**src/rtl/load_store_unit.sv**
```systemverilog
// Load/store initiator for a word-wide data_memory: byte/half extraction with
// extension, sub-word stores by read-modify-write, and access checking.
module load_store_unit #(
   parameter int unsigned DEPTH = 256
) (
   input  logic        clk,
   input  logic        rst_n,
   input  logic        req_valid,
   output logic        req_ready,
   input  logic        req_we,
   input  logic [1:0]  req_size,
   input  logic        req_unsigned,
   input  logic [31:0] req_addr,
   input  logic [31:0] req_wdata,
   output logic        resp_valid,
   input  logic        resp_ready,
   output logic [31:0] resp_rdata,
   output logic        resp_err,
   output logic [31:0] mem_address,
   output logic [31:0] write_data,
   output logic        mem_read,
   output logic        mem_write,
   output logic [1:0]  store_signal,
   input  logic [31:0] read_data,
   output logic        busy
);

   typedef enum logic [1:0] {IDLE, RD, WR, RESP} state_t;

   localparam logic [31:0] DEPTH_W = DEPTH;

   state_t      state, state_nx;
   logic        r_we, r_unsigned;
   logic [1:0]  r_size, r_lane;
   logic [31:0] r_wdata;

   logic        resp_valid_nx, resp_err_nx, mem_read_nx, mem_write_nx;
   logic [31:0] resp_rdata_nx, mem_address_nx, write_data_nx;
   logic        accept, req_bad;

   function automatic logic [31:0] load_ext(input logic [31:0] w, input logic [1:0] size,
                                            input logic [1:0] lane, input logic uns);
      logic [15:0] h;
      logic [7:0]  b;
      h = lane[1] ? w[31:16] : w[15:0];
      case (lane)
         2'd0:    b = w[7:0];
         2'd1:    b = w[15:8];
         2'd2:    b = w[23:16];
         default: b = w[31:24];
      endcase
      case (size)
         2'b01:   load_ext = uns ? {16'h0000, h} : {{16{h[15]}}, h};
         2'b10:   load_ext = uns ? {24'h000000, b} : {{24{b[7]}}, b};
         default: load_ext = w;
      endcase
   endfunction

   function automatic logic [31:0] merge(input logic [31:0] w, input logic [31:0] d,
                                         input logic [1:0] size, input logic [1:0] lane);
      merge = w;
      if (size == 2'b01) begin
         if (lane[1]) merge[31:16] = d[15:0];
         else         merge[15:0]  = d[15:0];
      end else begin
         case (lane)
            2'd0:    merge[7:0]   = d[7:0];
            2'd1:    merge[15:8]  = d[7:0];
            2'd2:    merge[23:16] = d[7:0];
            default: merge[31:24] = d[7:0];
         endcase
      end
   endfunction

   assign req_ready    = (state == IDLE);
   assign busy         = (state != IDLE);
   assign store_signal = 2'b00;
   assign accept       = req_valid && (state == IDLE);

   assign req_bad = (req_size == 2'b11)
                 || (req_size == 2'b00 && req_addr[1:0] != 2'b00)
                 || (req_size == 2'b01 && req_addr[0])
                 || ({2'b00, req_addr[31:2]} >= DEPTH_W);

   always_ff @(posedge clk or negedge rst_n) begin
      if (!rst_n) begin
         state       <= IDLE;
         r_we        <= 1'b0;
         r_unsigned  <= 1'b0;
         r_size      <= '0;
         r_lane      <= '0;
         r_wdata     <= '0;
         resp_valid  <= 1'b0;
         resp_err    <= 1'b0;
         resp_rdata  <= '0;
         mem_address <= '0;
         write_data  <= '0;
         mem_read    <= 1'b0;
         mem_write   <= 1'b0;
      end else begin
         state       <= state_nx;
         resp_valid  <= resp_valid_nx;
         resp_err    <= resp_err_nx;
         resp_rdata  <= resp_rdata_nx;
         mem_address <= mem_address_nx;
         write_data  <= write_data_nx;
         mem_read    <= mem_read_nx;
         mem_write   <= mem_write_nx;
         if (accept) begin
            r_we       <= req_we;
            r_unsigned <= req_unsigned;
            r_size     <= req_size;
            r_lane     <= req_addr[1:0];
            r_wdata    <= req_wdata;
         end
      end
   end

   always_comb begin
      state_nx       = state;
      resp_valid_nx  = resp_valid;
      resp_err_nx    = resp_err;
      resp_rdata_nx  = resp_rdata;
      mem_address_nx = mem_address;
      write_data_nx  = write_data;
      mem_read_nx    = 1'b0;
      mem_write_nx   = 1'b0;
      case (state)
         IDLE: begin
            if (req_valid) begin
               resp_rdata_nx = '0;
               resp_err_nx   = req_bad;
               if (req_bad) begin
                  resp_valid_nx = 1'b1;
                  state_nx      = RESP;
               end else begin
                  mem_address_nx = {2'b00, req_addr[31:2]};
                  if (req_we && req_size == 2'b00) begin
                     write_data_nx = req_wdata;
                     mem_write_nx  = 1'b1;
                     state_nx      = WR;
                  end else begin
                     mem_read_nx = 1'b1;
                     state_nx    = RD;
                  end
               end
            end
         end
         // read_data is valid this cycle: finish a load, or merge for a sub-word store
         RD: begin
            if (r_we) begin
               write_data_nx = merge(read_data, r_wdata, r_size, r_lane);
               mem_write_nx  = 1'b1;
               state_nx      = WR;
            end else begin
               resp_rdata_nx = load_ext(read_data, r_size, r_lane, r_unsigned);
               resp_valid_nx = 1'b1;
               state_nx      = RESP;
            end
         end
         WR: begin
            resp_valid_nx = 1'b1;
            state_nx      = RESP;
         end
         RESP: begin
            if (resp_ready) begin
               resp_valid_nx = 1'b0;
               state_nx      = IDLE;
            end
         end
         default: state_nx = IDLE;
      endcase
   end

endmodule
```
**config.mk**
```make
export PLATFORM = sky130hd
export DESIGN_NAME = load_store_unit
export DESIGN_NICKNAME = d
export VERILOG_FILES = /design/src/rtl/load_store_unit.sv
export SDC_FILE = /design/constraint.sdc
export NUM_CORES = 1
export LEC_CHECK = 0
export BUFFER_PORTS_ARGS = -buffer_cell sky130_fd_sc_hd__clkbuf_2
export CORE_MARGIN = 2
export CORE_UTILIZATION = 46
export CTS_CLUSTER_DIAMETER = 40
export CTS_CLUSTER_SIZE = 28
export DETAILED_ROUTE_END_ITERATION = 10
export HOLD_SLACK_MARGIN = 0.1
export PLACE_DENSITY = 0.88
export SLEW_MARGIN = 20
export SYNTH_ARGS = -nofsm -noshare
export SYNTH_HDL_FRONTEND = slang
export SYNTH_SLANG_ARGS = --single-unit
```
**constraint.sdc**
```tcl
create_clock -name clk -period 1.8 [get_ports clk]
set_clock_uncertainty 0.1 [all_clocks]
set_input_delay 0.09 -clock clk [delete_from_list [all_inputs] [get_ports clk]]
set_output_delay 0.09 -clock clk [all_outputs]
set_load 0.02 [all_outputs]
```
Word level (Yosys, flattened, before mapping)
Cells that the tools add are included.
{"block": "word_totals", "elab_cells": 91, "out_inout_bits": 104, "ff_bits": 122}
{"block": "op_classes", "muxes": 40, "reduce_logical": 20, "eq_ne": 16, "bitwise_logic": 1, "magnitude_cmp": 1}
{"cell": "2-to-1 mux 32 bit", "count": 9}
{"cell": "one-hot mux 32 bit (2 select lines)", "count": 3}
{"cell": "2-to-1 mux 16 bit", "count": 3}
{"cell": "2-to-1 mux 8 bit", "count": 4}
{"cell": ">= comparator 30 x 9 -> 1 bit (second input constant)", "count": 1}
{"cell": "one-hot mux 8 bit (3 select lines)", "count": 1}
{"cell": "2-to-1 mux 1 bit", "count": 13}
{"cell": "== test 2 bit (second input constant)", "count": 5}
{"cell": "!= test 2 bit (second input constant)", "count": 5}
{"cell": "== test 2 x 1 -> 1 bit (second input constant)", "count": 4}
{"cell": "2-to-1 mux 2 bit", "count": 4}
{"cell": "one-hot mux 2 bit (4 select lines)", "count": 1}
{"cell": "zero test 2 bit", "count": 3}
{"cell": "AND reduction 3 bit", "count": 2}
{"cell": "nonzero test 2 bit", "count": 3}
{"cell": "AND reduction 5 bit", "count": 1}
{"cell": "logical AND 1 bit", "count": 4}
{"cell": "!= test 2 x 1 -> 1 bit (second input constant)", "count": 2}
{"cell": "one-hot mux 1 bit (4 select lines)", "count": 1}
{"cell": "AND reduction 2 bit", "count": 2}
{"cell": "AND reduction 4 bit", "count": 1}
{"cell": "logical OR 1 bit", "count": 3}
{"cell": "OR reduction 3 bit", "count": 1}
{"cell": "one-hot mux 1 bit (2 select lines)", "count": 1}
{"cell": "NOT 1 bit", "count": 1}

Logic depth before layout (Yosys ltp)
Gate-level depths: netlist (run 1).
{"block": "logic_depth", "depth_word": 8, "depth_mapped": 9}

Least setup slack after synthesis (run 1)
Ideal clock, no wire load.
{"block": "synth_path", "kind": "register -> register", "startpoint": "register state[0]", "endpoint": "register mem_address[3]", "path_buffers": 1, "setup_ps": 125, "required_ps": 1575, "slack_ps": -402, "arrival_time_ps": 1978, "path_stages_with_launch": 7, "cell_sequence": "dfrtp_1 inv_1 ha_1 nand2_1 nor4_4 buf_6 mux2_2"}
{"block": "synth_between", "elab_chain_len": 2}
{"item": "from (decl)", "line": "32", "rtl": "state_t state, state_nx;"}
{"item": "from (signal assigned)", "line": "101", "rtl": "state <= state_nx;"}
{"item": "zero test 2 bit"}
{"item": "named net req_ready", "line": "9", "rtl": "output logic req_ready,"}
{"item": "AND reduction 3 bit (no source line)"}
{"item": "to (signal assigned)", "line": "105", "rtl": "mem_address <= mem_address_nx;"}
{"item": "to (decl)", "line": "19", "rtl": "output logic [31:0] mem_address,"}
The timed path passes the listed nets, and every way through them passes these cells.
A chain may end at the register's enable or synchronous reset.

Final worst setup path (run 1)
{"block": "layout_path", "startpoint": "register state[0]", "endpoint": "register mem_address[6]"}
{"block": "layout_between", "elab_chain_len": 2}
{"item": "zero test 2 bit", "line": "128", "rtl": "case (state)"}
{"item": "AND reduction 3 bit (no source line)"}
Every way passes these cells.

==> results of run 1 <==
logic make-up after synthesis:
family	synth area share, %
simple gates	9.851
fa+ha+maj	1.258
compound gates	15.85
mux	17.02
other cells	0.06282
buf+inv	4.821
flops	51.14
synth_stat cells, drive strengths merged:
| master | number |
|---|---|
| a211oi | 1 |
| a21boi | 1 |
| a21oi | 24 |
| a221o | 16 |
| a22o | 1 |
| and2 | 2 |
| and2b | 1 |
| and3 | 2 |
| buf | 16 |
| clkbuf | 19 |
| clkinv | 1 |
| conb | 1 |
| dfrtp | 122 |
| ha | 6 |
| inv | 26 |
| mux2 | 56 |
| mux2i | 25 |
| mux4 | 1 |
| nand2 | 38 |
| nand2b | 4 |
| nand4 | 2 |
| nor2 | 39 |
| nor2b | 23 |
| nor3 | 1 |
| nor3b | 2 |
| nor4 | 6 |
| o21a | 1 |
| o21ai | 65 |
| o221ai | 8 |
| o22a | 14 |
| o22ai | 16 |
| o32ai | 1 |
registers in the layout, indices dropped and copies added (netlist names):
name         flops
mem_address     30
mem_read         1
mem_write        1
r_lane           2
r_size           2
r_unsigned       1
r_wdata         16
r_we             1
resp_err         1
resp_rdata      32
resp_valid       1
state            2
write_data      32
area by class of cell:
cell class	count	area, µm²
clock buffers	20	446.7
inverters	27	103.9
flip-flops and latches	122	3054
clock inverters	12	125.1
multi-input cells	360	2947
well taps	172	215.2
fillers	807	3184
repair buffers	345	2541
diodes	1	2.502
per-layer routing:
metal | share of wire (%) | track usage, % | wire [µm] | vias up
met4 | 4.8 | 18.90 | 1052 | 0
li1 | - | - | - | 2605
met2 | 51 | 54.47 | 11170 | 396
met5 | 0 | 0 | 0 | -
met3 | 8.4 | 9.641 | 1841 | 79
met1 | 36 | 35.52 | 7883 | 2863
worst min-delay path by stage:
stage | start | to | slack [ns] | cells after the start
final | req_addr[23] | resp_valid | 0.21 | 6
after global routing | req_valid | mem_address[0] | 0.22 | 5
after CTS | req_valid | r_wdata[10] | 0.20 | 5
after detailed placement | rst_n | r_wdata[11] | -0.03 | 1
after global placement | rst_n | write_data[11] | -0.03 | 1
after floorplan | rst_n | mem_address[0] | -0.31 | 0
power by group through the flow:
stage,clock (W),combinational [W],sequential [W]
after floorplan,0,0.00462,0.00516
after global placement,0,0.00797,0.00440
after detailed placement,0,0.00817,0.00445
after CTS,0.00333,0.00892,0.00444
after global routing,0.00348,0.00997,0.00460
final,0.00332,0.00939,0.00450
metrics by stage:
stage / utilization (%) / TNS [ns] / hold slack [ns] / cells / instance area [µm²]
finish: 74.77 / -1.853 / 0.2068 / 1059 / 9435
global route: 74.77 / -6.176 / 0.2227 / 1059 / 9435
CTS: 73.24 / -1.851 / 0.2030 / 1054 / 9243
detailed placement: 59.90 / -8.075 / -0.03155 / 932 / 7560
global placement: 59.90 / -5.015 / -0.03333 / 932 / 7560
floorplan: - / -1.045 / -0.3056 / 544 / 6040
timing repair:
action | 4_1_cts | 5_1_grt
endpoints found under the hold margin | 220 | 0
hold buffers | 83 | 0
resized for setup | 49 | 34
gates cloned | 2 | 2
buffers inserted | 5 | 3
pin swaps | 11 | 5
setup endpoints to repair | 82 | 106
worst min-delay path: stages:
cell and delay (ns):
clkbuf_2 0.08, nor2_1 0.05, nand2_1 0.12, nor3_1 0.10, a21oi_2 0.15, mux2i_1 0.09
==> flow_summary.json, run 1 <==
{
  "outcome": "complete, but fails checks",
  "violations": "setup timing",
  "internal-power_w": 0.01026,
  "first_iter_violations": 460,
  "htree_levels": 4,
  "worstPathRequired_ns": 2.00,
  "die_area_um2": 13900,
  "swShare_pct": 40.36,
  "die-width_um": 117.9,
  "ys_top_cells_by_area": "dfrtp_1, mux2_4, o21ai_0, mux2_2, mux2i_1",
  "drive_above_1_share_pct": 45.26,
  "layout_setup_ws_ns": -0.09971,
  "total_power_w": 0.01721,
  "yosysWarnings": 0,
  "p_leak_nw": 4.735,
  "synth_area_leader_cell": "dfrtp_1",
  "crit_arrival_ns": 2.10,
  "cp-endpoint": "mem_address[6]",
  "wl_per_cell_um": 20.72,
  "cts_root_buf": "clkbuf_16",
  "path_clk_slew_ns": 0.05,
  "rsz0062_at_grt": "true",
  "path_cells": "inv_2 -> ha_4 -> buf_6 -> nand2_4 -> nor4_4 -> buf_4 -> clkbuf_16 -> mux2_4",
  "p_per_area_nw_per_um2": 1824,
  "ioPinCount": 208,
  "ys_types": 42,
  "dp_hpwl_um": 13860,
  "power.share.combinational_pct": 54.6,
  "antenna_found_initial": 1,
  "switching_power_w": 0.006944,
  "clk_latency_ns": 0.42,
  "power_frac_seq_pct": 26.1,
  "portBuffers": 203,
  "reg2regPathDepth": 8,
  "hold_violations": 0,
  "synth_seq_cells": 122,
  "overflow": 0,
  "cp-startpoint": "state[0]",
  "cts_buffer_depth": 2,
  "drc": 0,
  "path_delay_family": "buffers and inverters",
  "vias": 5943,
  "ys_seq_area_share_pct": 51.14,
  "period_needed_ns": 1.900,
  "critical_path.startpoint_type": "flop",
  "reg2reg_to": "mem_address[6]",
  "regToRegSetupSlack_ns": -0.1,
  "start_util_pct": 47.30,
  "rows": 41,
  "dpl_worst_slack_ns": -0.2352,
  "critPathCaptureType": "flop",
  "slowest_stage": "dfrtp_1",
  "drt-total-wl_um": 21950,
  "vdd_drop_max_v": 0.0007789,
  "maxCapViolCount": 0,
  "cts_tree": "done",
  "die_h_um": 117.9,
  "syn-instance-count": 541,
  "synthesis.area_um2": 5969,
  "clock_power_share_pct": 19.3,
  "rr_startpoint": "state[0]",
  "cpPeakStageDelay_ns": 0.41,
  "hp-class": "input port to flop",
  "finalSetupViolations": 46,
  "grt_max_degree": 65,
  "worst-setup-path-type": "flop to flop",
  "path_max_fanout": 6,
  "cp.buffers_inverters": 4,
  "cp.depth": 8,
  "layout_commonest_cell": "clkbuf_2",
  "vias_per_cell": 5.612,
  "nets": 983,
  "dr.pass1.iters": 7,
  "post-route-period-util_pct": 105.5,
  "avgSynthCellArea_um2": 11.03,
  "gp_congestion": 0.9119,
  "slew_viol_final": 0,
  "syn_to_final_growth_pct": 58.06,
  "synth_top_cell_area_share_pct": 51.14,
  "fmax_mhz": 526.4,
  "grt_use_total_pct": 32.07,
  "numCtsBuffers": 17,
  "postRouteAntennaNets": 0,
  "core_um2": 12620,
  "grt_pass1_vias": 6247,
  "clock-sinks": 122,
  "grt_pass1_wl_um": 34210,
  "final_cell_mix": "clkbuf_2, dfrtp_1, dlygate4sd3_1"
}
Note: power is estimated with default switching activity, not from simulation.
==> inputs of run 2 (changes only) <==
--- a/config.mk
+++ b/config.mk
@@ -5,7 +5,9 @@
 export SDC_FILE = /design/constraint.sdc
 export NUM_CORES = 1
 export LEC_CHECK = 0
+export ABC_CLOCK_PERIOD_IN_PS = 1800
 export BUFFER_PORTS_ARGS = -buffer_cell sky130_fd_sc_hd__clkbuf_2
+export CORE_ASPECT_RATIO = 2
 export CORE_MARGIN = 2
 export CORE_UTILIZATION = 46
 export CTS_CLUSTER_DIAMETER = 40
==> run 2 against run 1 <==
  * The flow still finishes with violations (setup timing)
  * First-iteration DRC count grew 25%
  * Highest routed layer unchanged
  * Routed wire length grew 3.0%
  * Worst hold slack lost 0.11 ns
  * Critical path depth is the same
==> flow_summary.json, run 2 (synthesis results as in run 1) <==
{
  "grt_max_degree": 44,
  "core_um2": 12630,
  "cpPeakStageDelay_ns": 0.37,
  "path_clk_slew_ns": 0.05,
  "crit_arrival_ns": 2.13,
  "timing.slew.headroom_pct": 63.30,
  "p_per_area_nw_per_um2": 1885,
  "cts_tree": "done",
  "critPathCaptureType": "flop",
  "p_leak_nw": 4.772,
  "slowest_stage": "dfrtp_1",
  "drive_above_1_share_pct": 45.65,
  "worstPathRequired_ns": 2.00,
  "maxCapViolCount": 0,
  "grt_pass1_vias": 6097,
  "vdd_drop_max_v": 0.001194,
  "drt-total-wl_um": 22610,
  "overflow": 0,
  "multi_input_area_um2": 2938,
  "numCtsBuffers": 17,
  "period_needed_ns": 1.933,
  "gp_congestion": 0.9583,
  "violations": "setup timing",
  "vias_per_cell": 5.783,
  "syn_to_final_growth_pct": 58.25,
  "rsz0062_at_grt": "true",
  "grt_use_total_pct": 30.73,
  "clock-sinks": 122,
  "n_fill_cell": 818,
  "place_inst": 907,
  "finalSetupViolations": 49,
  "top_regs": "resp_rdata (32), write_data (32), mem_address (30)",
  "vias": 5985,
  "dpl_worst_slack_ns": -0.2430,
  "worst-setup-path-type": "flop to flop",
  "cp.buffers_inverters": 2,
  "path_delay_family": "compound AO/OA/AOI/OAI gates",
  "wl_per_cell_um": 21.84,
  "die_h_um": 165.1,
  "nets": 985,
  "antenna_found_initial": 0,
  "dp_hpwl_um": 14090,
  "cts_buffer_depth": 2,
  "drc": 0,
  "first_iter_violations": 577,
  "fmax_mhz": 517.2,
  "slew_viol_final": 0,
  "diodes": 0,
  "finalNonFillerCells": 1035,
  "die-width_um": 84.55,
  "post-route-period-util_pct": 107.4,
  "rows": 58,
  "start_util_pct": 47.28,
  "ioPinCount": 208,
  "hold_violations": 0,
  "cts_root_buf": "clkbuf_16",
  "path_max_fanout": 7,
  "postRouteAntennaNets": 0,
  "clk_latency_ns": 0.42,
  "regArea_um2": 3055,
  "grt_pass1_wl_um": 32570,
  "die_area_um2": 13960,
  "hp-class": "input port to asynchronous set/reset pin",
  "portBuffers": 203,
  "critical_path.startpoint_type": "flop",
  "htree_levels": 4,
  "final_cell_mix": "clkbuf_2, dfrtp_1, dlygate4sd3_1",
  "dr.pass1.iters": 5,
  "layout_commonest_cell": "clkbuf_2",
  "outcome": "complete, but fails checks",
  "path_cells": "inv_2 -> ha_4 -> nand2b_4 -> buf_6 -> o22a_1 -> o221ai_1 -> o21ai_1 -> mux2_4",
  "worst_slew_pin_slew_ns": 0.5505,
  "layout_setup_ws_ns": -0.1334
}
==> run 2: cell types whose count changed in the layout (fill, tap and decap cells not counted), sizes merged <==
cell         delta
clkbuf          +1
buf             +3
dlygate4sd3     -1
bufbuf          +1
clkinv          -5
diode           -1
==> run 2: layout make-up <==
type                    instances  area share, %
well taps                     150          1.987
clock inverters                 7         0.9801
flip-flops and latches        122          32.34
repair buffers                347          27.34
multi-input cells             360          31.10
inverters                      27          1.126
clock buffers                  22          5.126
==> run 2: path summary, 6_finish.rpt <==
path | slack [ns] | cells after the start | startpoint | to
max | -0.13 | 8 | r_size[1] | write_data[13]
min | 0.1 | 2 | rst_n | write_data[4]
max reg2reg | -0.13 | 8 | r_size[1] | write_data[13]
min reg2reg | 0.38 | 2 | resp_rdata[5] | resp_rdata[5]
max in group asynchronous | 0.85 | 3 | rst_n | resp_rdata[31]
min in group clk | 0.15 | 5 | resp_ready | state[0]
==> run 2: routing by layer <==
metal	vias up	GRT usage [%]	share of wire (%)
met5	-	0	0
met4	0	22.51	6.9
met3	106	5.417	6.6
met2	409	54.58	54
met1	2867	31.97	33
li1	2603	-	-
==> run 2: metrics by stage <==
stage               utilization, %  total power, W  setup TNS, ns  cell area [µm²]  hold WS [ns]
global route                 74.81         0.01853         -6.427             9447        0.1709
detailed placement           59.37         0.01261         -11.92             7497      0.003664
global placement             59.37         0.01240         -11.29             7497     -0.002340
finish                       74.81         0.01780         -2.873             9447       0.09692
floorplan                        -        0.009784         -1.045             6040       -0.3056
CTS                          72.90         0.01693         -1.559             9205        0.1067
==> run 2: repair_timing <==
item | 4_1_cts | 5_1_grt
hold buffers | 82 | 0
setup buffers | 9 | 5
cloned | 3 | 3
gates resized for setup | 41 | 50
setup endpoints to repair | 75 | 98
pin swaps | 7 | 12
hold endpoints to repair | 220 | 0
==> run 2: report_power, final <==
part	internal (W)	leakage [nW]	switching [W]
registers	0.00375	1.56	0.000875
logic	0.00469	2.93	0.00512
clock network	0.00215	0.276	0.00122
==> inputs of run 3 (changes only) <==
--- a/config.mk
+++ b/config.mk
@@ -14,7 +14,7 @@
 export CTS_CLUSTER_SIZE = 28
 export DETAILED_ROUTE_END_ITERATION = 10
 export HOLD_SLACK_MARGIN = 0.1
-export PLACE_DENSITY = 0.88
+export PLACE_DENSITY = 0.87
 export SLEW_MARGIN = 20
 export SYNTH_ARGS = -nofsm -noshare
 export SYNTH_HDL_FRONTEND = slang
==> run 3 against run 2 <==
  * The flow still finishes with violations (setup timing)
  * Global-route usage is 1.1 points higher
  * Power increased by 3.5%
  * Clock-buffer cell count shrank 4
  * Fmax decreased by 2.0%
  * Register-to-register slack lost 0.04 ns
  * Cell count is 0.29% higher
  * Worst setup slack worse by 0.039 ns
  * Routed wire length rose by 10%
  * Combinational power grew 5%
  * Non-clock buffer count decreased by 1
  * Die area unchanged
  * Sequential power increased by 2%
==> flow_summary.json, run 3 (synthesis results as in run 1) <==
{
  "p_leak_nw": 4.782,
  "vias": 6291,
  "antenna_found_initial": 1,
  "critical_path.startpoint_type": "flop",
  "core_um2": 12630,
  "slew_viol_final": 0,
  "top_regs": "resp_rdata (32), write_data (32), mem_address (30)",
  "critPathCaptureType": "flop",
  "rsz0062_at_grt": "true",
  "cpPeakStageDelay_ns": 0.45,
  "vias_per_cell": 6.061,
  "syn_to_final_growth_pct": 60.09,
  "grt_pass1_vias": 6324,
  "grt_use_total_pct": 31.84,
  "timing.slew.headroom_pct": 67.42,
  "clock-sinks": 122,
  "drc": 0,
  "final_cell_area_um2": 9557,
  "dr.pass1.iters": 6,
  "drt-total-wl_um": 24940,
  "worst_slew_pin_slew_ns": 0.4751,
  "clk_latency_ns": 0.43,
  "die-width_um": 84.55,
  "gp_congestion": 0.9254,
  "ioPinCount": 208,
  "grt_max_degree": 45,
  "hp-class": "input port to asynchronous set/reset pin",
  "placed_area_um2": 7507,
  "htree_levels": 4,
  "wl_per_cell_um": 24.03,
  "period_needed_ns": 1.973,
  "dpl_worst_slack_ns": -0.2602,
  "portBuffers": 203,
  "final_cell_mix": "clkbuf_2, dfrtp_1, dlygate4sd3_1",
  "post-route-period-util_pct": 109.6,
  "dp_hpwl_um": 14120,
  "rows": 58,
  "outcome": "complete, but fails checks",
  "drive_above_1_share_pct": 48.37,
  "cts_buffer_depth": 2,
  "slowest_stage": "dfrtp_2",
  "fmax_mhz": 507.0,
  "path_cells": "ha_4 -> nand2b_4 -> buf_6 -> o22a_1 -> o221ai_2 -> o21ai_1 -> mux2_4",
  "maxCapViolCount": 0,
  "overflow": 0,
  "hold_violations": 0,
  "finalNonFillerCells": 1038,
  "cts_root_buf": "clkbuf_16",
  "start_util_pct": 47.28,
  "grt_pass1_wl_um": 33710,
  "crit_arrival_ns": 2.17,
  "die_h_um": 165.1,
  "vdd_drop_max_v": 0.001461,
  "finalSetupViolations": 61,
  "numCtsBuffers": 17,
  "layout_commonest_cell": "clkbuf_2",
  "postRouteAntennaNets": 0,
  "nets": 984,
  "hold_ws_ns": 0.1228,
  "place_inst": 905,
  "violations": "setup timing",
  "layout_setup_ws_ns": -0.1726,
  "n_fill_cell": 744,
  "first_iter_violations": 739,
  "worst-setup-path-type": "flop to flop",
  "worstPathRequired_ns": 2.00,
  "die_area_um2": 13960,
  "path_max_fanout": 8,
  "cts_tree": "done",
  "p_per_area_nw_per_um2": 1928,
  "path_clk_slew_ns": 0.07
}
## run 3: cell count changes in the layout (fill, tap and decap cells not counted), sizes merged
cell | before | now
buf | 60 | 59
bufbuf | 1 | 0
clkbuf | 226 | 224
clkinv | 3 | 7
clkinvlp | 3 | 5
diode | 0 | 1
dlygate4sd3 | 82 | 81
inv | 26 | 27
## run 3: worst max-delay path, delay by kind of cell (launching register included)
kind | cells | cell delay [ns]
flip-flops | 1 | 0.45
multiplexers | 1 | 0.29
AND/OR/NAND/NOR | 1 | 0.16
buffers and inverters | 1 | 0.14
AO/OA/AOI/OAI | 3 | 0.51
adder cells (fa/ha/maj) | 1 | 0.20
## run 3: cell type report
type                       count  area (µm²)  share of cell area (%)
tap                          150       187.7                   1.964
clock inverter                14       147.6                   1.545
sequential                   122        3057                   31.98
antenna                        1       2.502                 0.02618
timing repair buffer         346        2566                   26.85
inverter                      27       103.9                   1.087
multi-input combinational    360        3053                   31.95
clock buffer                  18       439.2                   4.595
## run 3: timing repair
action                                  in CTS  in global routing
hold endpoints to repair                   219                  4
pin swaps                                    6                 26
endpoints found under the setup margin      64                 96
buffers inserted                             6                  8
gates resized for setup                     36                 68
gates cloned                                 1                  5
hold buffers                                82                  2
## run 3: path summary, 6_finish.rpt
| check | slack [ns] | endpoint | cells past startpoint | startpoint |
|---|---|---|---|---|
| max in group asynchronous | 1.17 | r_lane[0] | 3 | rst_n |
| min in group clk | 0.15 | state[0] | 6 | req_addr[24] |
| min reg2reg | 0.38 | resp_rdata[5] | 2 | resp_rdata[5] |
| max reg2reg | -0.17 | write_data[11] | 7 | r_size[0] |
| min | 0.12 | write_data[18] | 3 | rst_n |
| max | -0.17 | write_data[11] | 7 | r_size[0] |
## run 3: where the power goes
group          switching (W)  internal, W
Sequential          0.000944      0.00375
Clock                0.00137      0.00207
Combinational        0.00556      0.00473
Total                0.00787       0.0106
## run 3: metrics by stage
stage | setup TNS, ns | util (%) | power [W]
CTS | -0.9694 | 72.44 | 0.01671
global placement | -5.824 | 59.45 | 0.01246
floorplan | -1.045 | - | 0.009784
detailed placement | -9.192 | 59.45 | 0.01269
global route | -6.504 | 75.68 | 0.01903
finish | -5.079 | 75.68 | 0.01843
## run 3: per-layer routing
metal	vias to the layer above	GRT usage, %	part of all wire (%)
met4	0	23.38	10
met5	-	0	0
met1	2972	31.92	31
li1	2600	-	-
met3	187	7.058	8.3
met2	532	56.80	51
